File: src/rtl/cache_ctrl_pkg.sv
// Shared types and helpers for the burst-fill write-through cache controller.
package cache_ctrl_pkg;

    typedef enum logic [3:0] {
        IDLE,
        READ,
        RD_ISSUE,
        RD_WAIT,
        RD_DATA,
        WRITE,
        WR_ISSUE,
        WR_WAIT,
        WR_DATA
    } cache_state_t;

    // A one-word line still needs a 1-bit index port.
    function automatic int fill_w(input int n);
        return (n > 1) ? $clog2(n) : 1;
    endfunction

endpackage

File: src/rtl/cache_ctrl_burst_wait_ctr.sv
// Memory wait-state down-counter: load on issue, count down to zero, then hold.
module wait_ctr #(
    parameter int CTR_W = 8
) (
    input  logic             clk,
    input  logic             reset,
    input  logic             load,
    input  logic [CTR_W-1:0] load_val,
    output logic             done
);

    logic [CTR_W-1:0] cnt;

    always_ff @(posedge clk) begin
        if (reset) begin
            cnt <= '0;
        end else if (load) begin
            cnt <= load_val;
        end else if (cnt != '0) begin
            cnt <= cnt - CTR_W'(1);
        end
    end

    assign done = (cnt == '0);

endmodule

File: src/rtl/cache_ctrl_burst.sv
// Direct-mapped write-through cache control FSM with multi-word line fill.
// Optional statistics counters are built when CACHE_CTRL_STATS_EN is defined.
module cache_ctrl_burst
    import cache_ctrl_pkg::*;
#(
    parameter int WAIT_CYCLES = 4,
    parameter int LINE_WORDS  = 4,
    parameter int CTR_W       = 8
) (
    input  logic                            clk,
    input  logic                            reset,
    input  logic                            strobe,
    input  logic                            drw,
    input  logic                            m,
    input  logic                            v,
    output logic                            d_ready,
    output logic                            w,
    output logic                            m_strobe,
    output logic                            m_rw,
    output logic                            r_sel,
    output logic                            w_sel,
    output logic [fill_w(LINE_WORDS)-1:0]   fill_idx,
    output logic                            busy
`ifdef CACHE_CTRL_STATS_EN
    ,
    output logic [31:0]                     rd_hit_cnt,
    output logic [31:0]                     rd_miss_cnt,
    output logic [31:0]                     wr_cnt
`endif
);

    localparam int FW = fill_w(LINE_WORDS);
    localparam logic [FW-1:0]    LAST_IDX = FW'(LINE_WORDS - 1);
    localparam logic [CTR_W-1:0] WAIT_LD  = CTR_W'(WAIT_CYCLES - 1);

    generate
        if (WAIT_CYCLES < 1 || (WAIT_CYCLES - 1) >= (1 << CTR_W)) begin : g_bad_wait
            $error("cache_ctrl_burst: WAIT_CYCLES-1 does not fit in CTR_W bits");
        end
        if (LINE_WORDS < 1 || (LINE_WORDS & (LINE_WORDS - 1)) != 0) begin : g_bad_line
            $error("cache_ctrl_burst: LINE_WORDS must be a power of two");
        end
    endgenerate

    cache_state_t state, state_next;
    logic         hit;
    logic         hit_q;
    logic         ctr_load;
    logic         ctr_done;

    assign hit = m && v;

    wait_ctr #(
        .CTR_W(CTR_W)
    ) u_wait_ctr (
        .clk     (clk),
        .reset   (reset),
        .load    (ctr_load),
        .load_val(WAIT_LD),
        .done    (ctr_done)
    );

    always_ff @(posedge clk) begin
        if (reset) begin
            state <= IDLE;
        end else begin
            state <= state_next;
        end
    end

    // Write hit status is captured in WRITE since m/v may change once memory is busy.
    always_ff @(posedge clk) begin
        if (reset) begin
            hit_q <= 1'b0;
        end else if (state == WRITE) begin
            hit_q <= hit;
        end
    end

    always_ff @(posedge clk) begin
        if (reset) begin
            fill_idx <= '0;
        end else if (state == READ && !hit) begin
            fill_idx <= '0;
        end else if (state == RD_DATA) begin
            fill_idx <= (fill_idx == LAST_IDX) ? '0 : fill_idx + FW'(1);
        end
    end

    always_comb begin
        state_next = state;
        d_ready    = 1'b0;
        w          = 1'b0;
        m_strobe   = 1'b0;
        m_rw       = 1'b0;
        r_sel      = 1'b0;
        w_sel      = 1'b0;
        ctr_load   = 1'b0;
        busy       = (state != IDLE);
        case (state)
            IDLE: begin
                if (strobe) begin
                    state_next = drw ? WRITE : READ;
                end
            end
            READ: begin
                if (hit) begin
                    d_ready    = 1'b1;
                    state_next = IDLE;
                end else begin
                    state_next = RD_ISSUE;
                end
            end
            RD_ISSUE: begin
                m_strobe   = 1'b1;
                ctr_load   = 1'b1;
                state_next = RD_WAIT;
            end
            RD_WAIT: begin
                if (ctr_done) begin
                    state_next = RD_DATA;
                end
            end
            RD_DATA: begin
                w     = 1'b1;
                w_sel = 1'b1;
                if (fill_idx == LAST_IDX) begin
                    d_ready    = 1'b1;
                    state_next = IDLE;
                end else begin
                    state_next = RD_ISSUE;
                end
            end
            WRITE: begin
                state_next = WR_ISSUE;
            end
            WR_ISSUE: begin
                m_strobe   = 1'b1;
                m_rw       = 1'b1;
                ctr_load   = 1'b1;
                state_next = WR_WAIT;
            end
            WR_WAIT: begin
                m_rw = 1'b1;
                if (ctr_done) begin
                    state_next = WR_DATA;
                end
            end
            WR_DATA: begin
                m_rw       = 1'b1;
                d_ready    = 1'b1;
                w          = hit_q;
                r_sel      = hit_q;
                state_next = IDLE;
            end
            default: begin
                state_next = IDLE;
            end
        endcase
    end

`ifdef CACHE_CTRL_STATS_EN
    always_ff @(posedge clk) begin
        if (reset) begin
            rd_hit_cnt  <= '0;
            rd_miss_cnt <= '0;
            wr_cnt      <= '0;
        end else begin
            if (state == READ && hit && rd_hit_cnt != 32'hFFFF_FFFF) begin
                rd_hit_cnt <= rd_hit_cnt + 32'd1;
            end
            if (state == READ && !hit && rd_miss_cnt != 32'hFFFF_FFFF) begin
                rd_miss_cnt <= rd_miss_cnt + 32'd1;
            end
            if (state == WR_DATA && wr_cnt != 32'hFFFF_FFFF) begin
                wr_cnt <= wr_cnt + 32'd1;
            end
        end
    end
`endif

endmodule

File: config.mk
export PLATFORM = sky130hd
export DESIGN_NAME = cache_ctrl_burst
export DESIGN_NICKNAME = d
export VERILOG_FILES = /design/src/rtl/cache_ctrl_pkg.sv /design/src/rtl/cache_ctrl_burst_wait_ctr.sv /design/src/rtl/cache_ctrl_burst.sv
export SDC_FILE = /design/constraint.sdc
export NUM_CORES = 1
export LEC_CHECK = 0
export ABC_AREA = 1
export CORE_MARGIN = 2
export CORE_UTILIZATION = 45
export CTS_BUF_LIST = sky130_fd_sc_hd__clkbuf_8
export DETAILED_ROUTE_END_ITERATION = 16
export PLACE_DENSITY = 0.81
export SKIP_CTS_REPAIR_TIMING = 1
export SLEW_MARGIN = 40
export SYNTH_ARGS = -nofsm -noshare
export SYNTH_HDL_FRONTEND = slang
export SYNTH_SLANG_ARGS = --single-unit
export TNS_END_PERCENT = 1
File: constraint.sdc
create_clock -name clk -period 3.7 [get_ports clk]
set_input_delay 0.37 -clock clk [delete_from_list [all_inputs] [get_ports clk]]
set_output_delay 0.37 -clock clk [all_outputs]
set_load 0.1 [all_outputs]
==> impl_metrics.py, run 1 <==
metrics = {
    "yosys": {
        "synth_top_area_cell": "dfxtp_1",
        "synth_area_leaders": "dfxtp_1, nand2_1, nor2_1",
        "synth_seq_cells": 15,
        "yosysUniqueCellTypes": 23,
        "syn_nets": 129,
        "synth_area_um2": 811,
        "yosys.area.top_type_share_pct": 37.0,
        "ys.warnings.count": 0,
        "synthCells": 121,
        "yosysSeqAreaShare_pct": 37.0,
        "syn_area_per_cell_um2": 6.70,
    },
    "setup_path": {
        "cp-end-kind": "primary output",
        "crit_fanout": 6,
        "path_buf_inv": 1,
        "crit_family": "buffers and inverters",
        "path_cells": "nor2_2 -> nand3_1 -> o21ai_0 -> buf_2",
        "crit_required_ns": 3.33,
        "reg2reg_depth": 7,
        "cp-start-kind": "flip-flop",
        "max_stage_delay_ns": 0.45,
        "crit_cells": 4,
        "cp.arrival_ns": 1.57,
        "cpMaxStageDelayCell": "buf_2",
        "crit_type": "flip-flop to primary output",
        "reg2reg_slack_ns": 2.35,
    },
    "layout": {
        "multi_input_area_um2": 439,
        "antenna_cells": 0,
        "seqCellArea_um2": 300,
        "drive_gt1_share_pct": 16.5,
        "final_cell_mix": "nand2_1, nor2_1, inv_1, dfxtp_1, buf_2",
        "layout.nets": 148,
        "mostFrequentLayoutCell": "nand2_1",
        "final_util_pct": 57.7,
        "syn2layout_area_growth_pct": 21.6,
        "fillCellCount": 172,
    },
    "floorplanning": {
        "die_h_um": 46.4,
        "io_pins": 15,
        "core_area_um2": 1710,
        "rows": 15,
        "start_util_pct": 47.5,
        "die_w_um": 46.4,
        "die_area_um2": 2160,
    },
    "global_route": {
        "grt_overflow_total": 0,
        "grt_pass1_vias": 676,
        "grt_pass1_wl_um": 2750,
        "grt_max_degree": 10,
        "grt_use_total_pct": 18.5,
        "antenna_found_initial": 0,
    },
    "timing": {
        "drv_slew": 0,
        "fin_crit_ns": 1.94,
        "rsz0062_at_grt": "false",
        "final-setup-viol-count": 0,
        "skew_ns": 0.00476,
        "relSlewSlack_pct": 67.7,
        "finalHoldViolCount": 0,
        "clock.fmax_mhz": 515,
        "fin_crit_sh_pct": 52.5,
        "setup_tns_ns": 0,
        "worstMarginPinSlew_ns": 0.488,
        "holdWs_ns": 0.476,
    },
    "flow_run": {
        "max-cap-violations": 0,
    },
    "status": {
        "status": "finished clean",
    },
    "placed_design": {
        "dpl.hpwl_um": 1340,
        "routabilityCongestion": 0.863,
        "portBuffers": 14,
    },
    "clock_tree": {
        "cts_tree": "built",
        "cts_max_level": 1,
        "clk_path_buf_depth": 2,
        "clk_pin_slew_ns": 0.06,
        "numCtsBuffers": 3,
        "cts_sinks": 15,
        "clock_latency_ns": 0.25,
        "root_buffer": "clkbuf_8",
    },
    "routing": {
        "final_antenna_net_count": 0,
        "num_vias": 786,
        "drc": 0,
        "drt_iter0_markers": 8,
        "dr.pass1.iters": 4,
        "wire_per_inst_um": 10.4,
        "drt-total-wl_um": 1710,
        "viasPerCell": 4.79,
    },
    "hold_path": {
        "hp-class": "flip-flop to flip-flop",
        "hold_depth": 2,
    },
}
[cell usage after synthesis]
cell and number:
nor2_4 1, nand2_1 27, ha_1 2, or2_2 2, nor2_1 21, o21bai_1 1, xor2_1 4, nand3b_1 2
nand2_2 2, nor3_1 2, o21ai_0 3, o221ai_1 1, xnor2_1 1, nand3_1 6, inv_1 16, inv_2 3
or2_1 1, nand4_1 1, nor2_2 2, a211oi_1 1, dfxtp_1 15, a21oi_1 6, o21ai_1 1
[area by class of cell]
class	instances	area share (%)
Clock inverter	1	0.508
Timing Repair Buffer	14	9.90
Inverter	19	7.23
Sequential cell	15	30.5
Tap cell	25	3.17
Clock buffer	3	4.19
Multi-Input combinational cell	87	44.5
[through the flow]
stage	setup slack (ns)	std cells	instance area, um2
6_report	1.76	164	986
2_1_floorplan	0.489	121	811
3_5_place_dp	1.90	160	940
3_3_place_gp	1.36	160	980
5_1_grt	1.68	164	986
4_1_cts	1.76	164	986
[flip-flops by register name, summed over array words and instances (netlist names)]
name	cells
fill_idx	2
state	4
u_wait_ctr.cnt	8
hit_q	1
[per-layer routing]
metal	up-vias	track usage (%)	part of all wire, %	wire [um]
li1	416	-	-	-
met1	347	20.8	46	791
met2	16	31.4	47	802
met3	7	5.88	4.6	79
met4	0	8.57	2.1	36
met5	-	0	0	0
[tightest hold or removal path, delay by kind of cell, from the launching register on]
kind,cells,cell delay (ns)
flip-flops,1,0.32
AND/OR/NAND/NOR,1,0.06
AO/OA/AOI/OAI,1,0.05
[cells by family (layout without fill, tap and decap cells)]
| family | Yosys count | after routing | share of synthesized area (%) |
|---|---|---|---|
| fa+ha+maj | 2 | 2 | 3.09 |
| flops | 15 | 15 | 37.0 |
| compound gates | 13 | 13 | 9.10 |
| buf+inv | 19 | 37 | 8.80 |
| simple gates | 67 | 67 | 36.6 |
| xor+xnor | 5 | 5 | 5.40 |
[final timing paths]
check | from | end
worst max register to register | u_wait_ctr.cnt[0] | state[0]
worst min register to register | u_wait_ctr.cnt[7] | u_wait_ctr.cnt[7]
worst max-delay path | state[0] | w
worst min-delay path | u_wait_ctr.cnt[7] | u_wait_ctr.cnt[7]
Power of run 1 is not shown: default switching activity piles up to over one toggle a cycle in this logic, so the estimate is an artifact.
==> run 2: changes to the inputs <==
--- a/config.mk
+++ b/config.mk
@@ -10,7 +10,7 @@
 export CORE_UTILIZATION = 45
 export CTS_BUF_LIST = sky130_fd_sc_hd__clkbuf_8
 export DETAILED_ROUTE_END_ITERATION = 16
-export PLACE_DENSITY = 0.81
+export PLACE_DENSITY = 0.84
 export SKIP_CTS_REPAIR_TIMING = 1
 export SLEW_MARGIN = 40
 export SYNTH_ARGS = -nofsm -noshare
==> constraint.sdc (replaced) <==
create_clock -name clk -period 1.57 [get_ports clk]
set_input_delay 0.157 -clock clk [delete_from_list [all_inputs] [get_ports clk]]
set_output_delay 0.157 -clock clk [all_outputs]
set_load 0.1 [all_outputs]
==> impl_metrics.py, run 2 (synthesis results as in run 1) <==
metrics = {
    "status": {
        "status": "finished clean",
    },
    "clock_tree": {
        "clock_latency_ns": 0.24,
        "clk_path_buf_depth": 2,
        "numCtsBuffers": 3,
        "cts_max_level": 1,
        "root_buffer": "clkbuf_8",
        "cts_tree": "built",
        "cts_sinks": 15,
        "clk_pin_slew_ns": 0.06,
    },
    "setup_path": {
        "cp-start-kind": "flip-flop",
        "crit_type": "flip-flop to primary output",
        "cp-end-kind": "primary output",
        "crit_fanout": 6,
        "path_buf_inv": 1,
        "crit_required_ns": 1.41,
        "max_stage_delay_ns": 0.37,
        "crit_family": "flip-flops",
        "cp.arrival_ns": 1.39,
        "cpMaxStageDelayCell": "dfxtp_4",
        "path_cells": "nor2_4 -> nand3_1 -> o221ai_4 -> buf_12",
    },
    "routing": {
        "drt-total-wl_um": 2050,
        "viasPerCell": 5.11,
        "num_vias": 838,
        "drc": 0,
        "dr.pass1.iters": 4,
        "drt_iter0_markers": 28,
        "final_antenna_net_count": 0,
        "wire_per_inst_um": 12.5,
    },
    "global_route": {
        "grt_overflow_total": 0,
        "antenna_found_initial": 0,
        "grt_max_degree": 9,
        "grt_pass1_wl_um": 3170,
        "grt_pass1_vias": 751,
        "grt_use_total_pct": 21.4,
    },
    "layout": {
        "layout.nets": 148,
        "mostFrequentLayoutCell": "nand2_1",
        "syn2layout_area_growth_pct": 45.5,
        "antenna_cells": 0,
        "final_cell_mix": "nand2_1, nor2_1, inv_1, dfxtp_1, buf_12",
        "seqCellArea_um2": 310,
        "final_util_pct": 69.1,
        "top_register": "u_wait_ctr.cnt",
        "drive_gt1_share_pct": 25.9,
        "fillCellCount": 134,
        "largest_reg_flops": 8,
        "multi_input_area_um2": 492,
        "reg_top3": "u_wait_ctr.cnt: 8 flops, state: 4 flops, fill_idx: 2 flops",
    },
    "timing": {
        "fin_crit_sh_pct": 98.4,
        "final-setup-viol-count": 0,
        "skew_ns": 0.00183,
        "finalHoldViolCount": 0,
        "relSlewSlack_pct": 82.8,
        "rsz0062_at_grt": "true",
        "clock.fmax_mhz": 648,
        "fin_crit_ns": 1.54,
        "drv_slew": 0,
        "worstMarginPinSlew_ns": 0.257,
        "setup_slack_ns": 0.0256,
    },
    "hold_path": {
        "hp-class": "flip-flop to flip-flop",
    },
    "placed_design": {
        "portBuffers": 14,
        "dpl.hpwl_um": 1510,
        "dpl_worst_slack_ns": 0.108,
        "routabilityCongestion": 0.856,
    },
    "floorplanning": {
        "io_pins": 15,
        "start_util_pct": 47.5,
        "rows": 15,
        "die_w_um": 46.4,
        "core_area_um2": 1710,
        "die_h_um": 46.4,
        "die_area_um2": 2160,
    },
    "flow_run": {
        "max-cap-violations": 0,
    },
}
run 2: area by class of cell:
type / count / area share (%)
clock buffer: 3 / 3.50
multi-input combinational: 87 / 41.7
tap: 25 / 2.65
inverter: 19 / 6.04
clock inverter: 1 / 0.318
timing repair buffer: 14 / 19.5
sequential: 15 / 26.3
run 2: final timing paths:
kind / startpoint / end / slack (ns) / cells after the start
setup / recovery: state[3] / d_ready / 0.03 / 4
hold / removal: u_wait_ctr.cnt[7] / u_wait_ctr.cnt[7] / 0.48 / 2
setup reg to reg: u_wait_ctr.cnt[0] / state[0] / 0.16 / 7
hold reg to reg: u_wait_ctr.cnt[7] / u_wait_ctr.cnt[7] / 0.48 / 2
run 2: metal layers:
metal | share of wire (%) | GRT usage (%) | vias to the layer above
met3 | 4.3 | 5.88 | 6
met1 | 38 | 25.5 | 388
li1 | - | - | 416
met5 | 0 | 0 | -
met4 | 2.4 | 11.4 | 0
met2 | 55 | 34.4 | 28
run 2: tightest hold or removal path: stages (launching register included):
cell and delay [ns]:
dfxtp_1 0.32, nand2_1 0.07, a21oi_1 0.05
run 2: through the flow:
step	hold slack [ns]	instances	TNS (ns)	area [um2]
detailed placement	0.474	160	0	1110
finish	0.478	164	0	1180
CTS	0.483	164	-0.436	1150
global route	0.511	164	-0.00960	1180
global placement	0.456	160	0	1110
floorplan	0.226	121	-0.520	845
Power of run 2 is left out for the same reason.
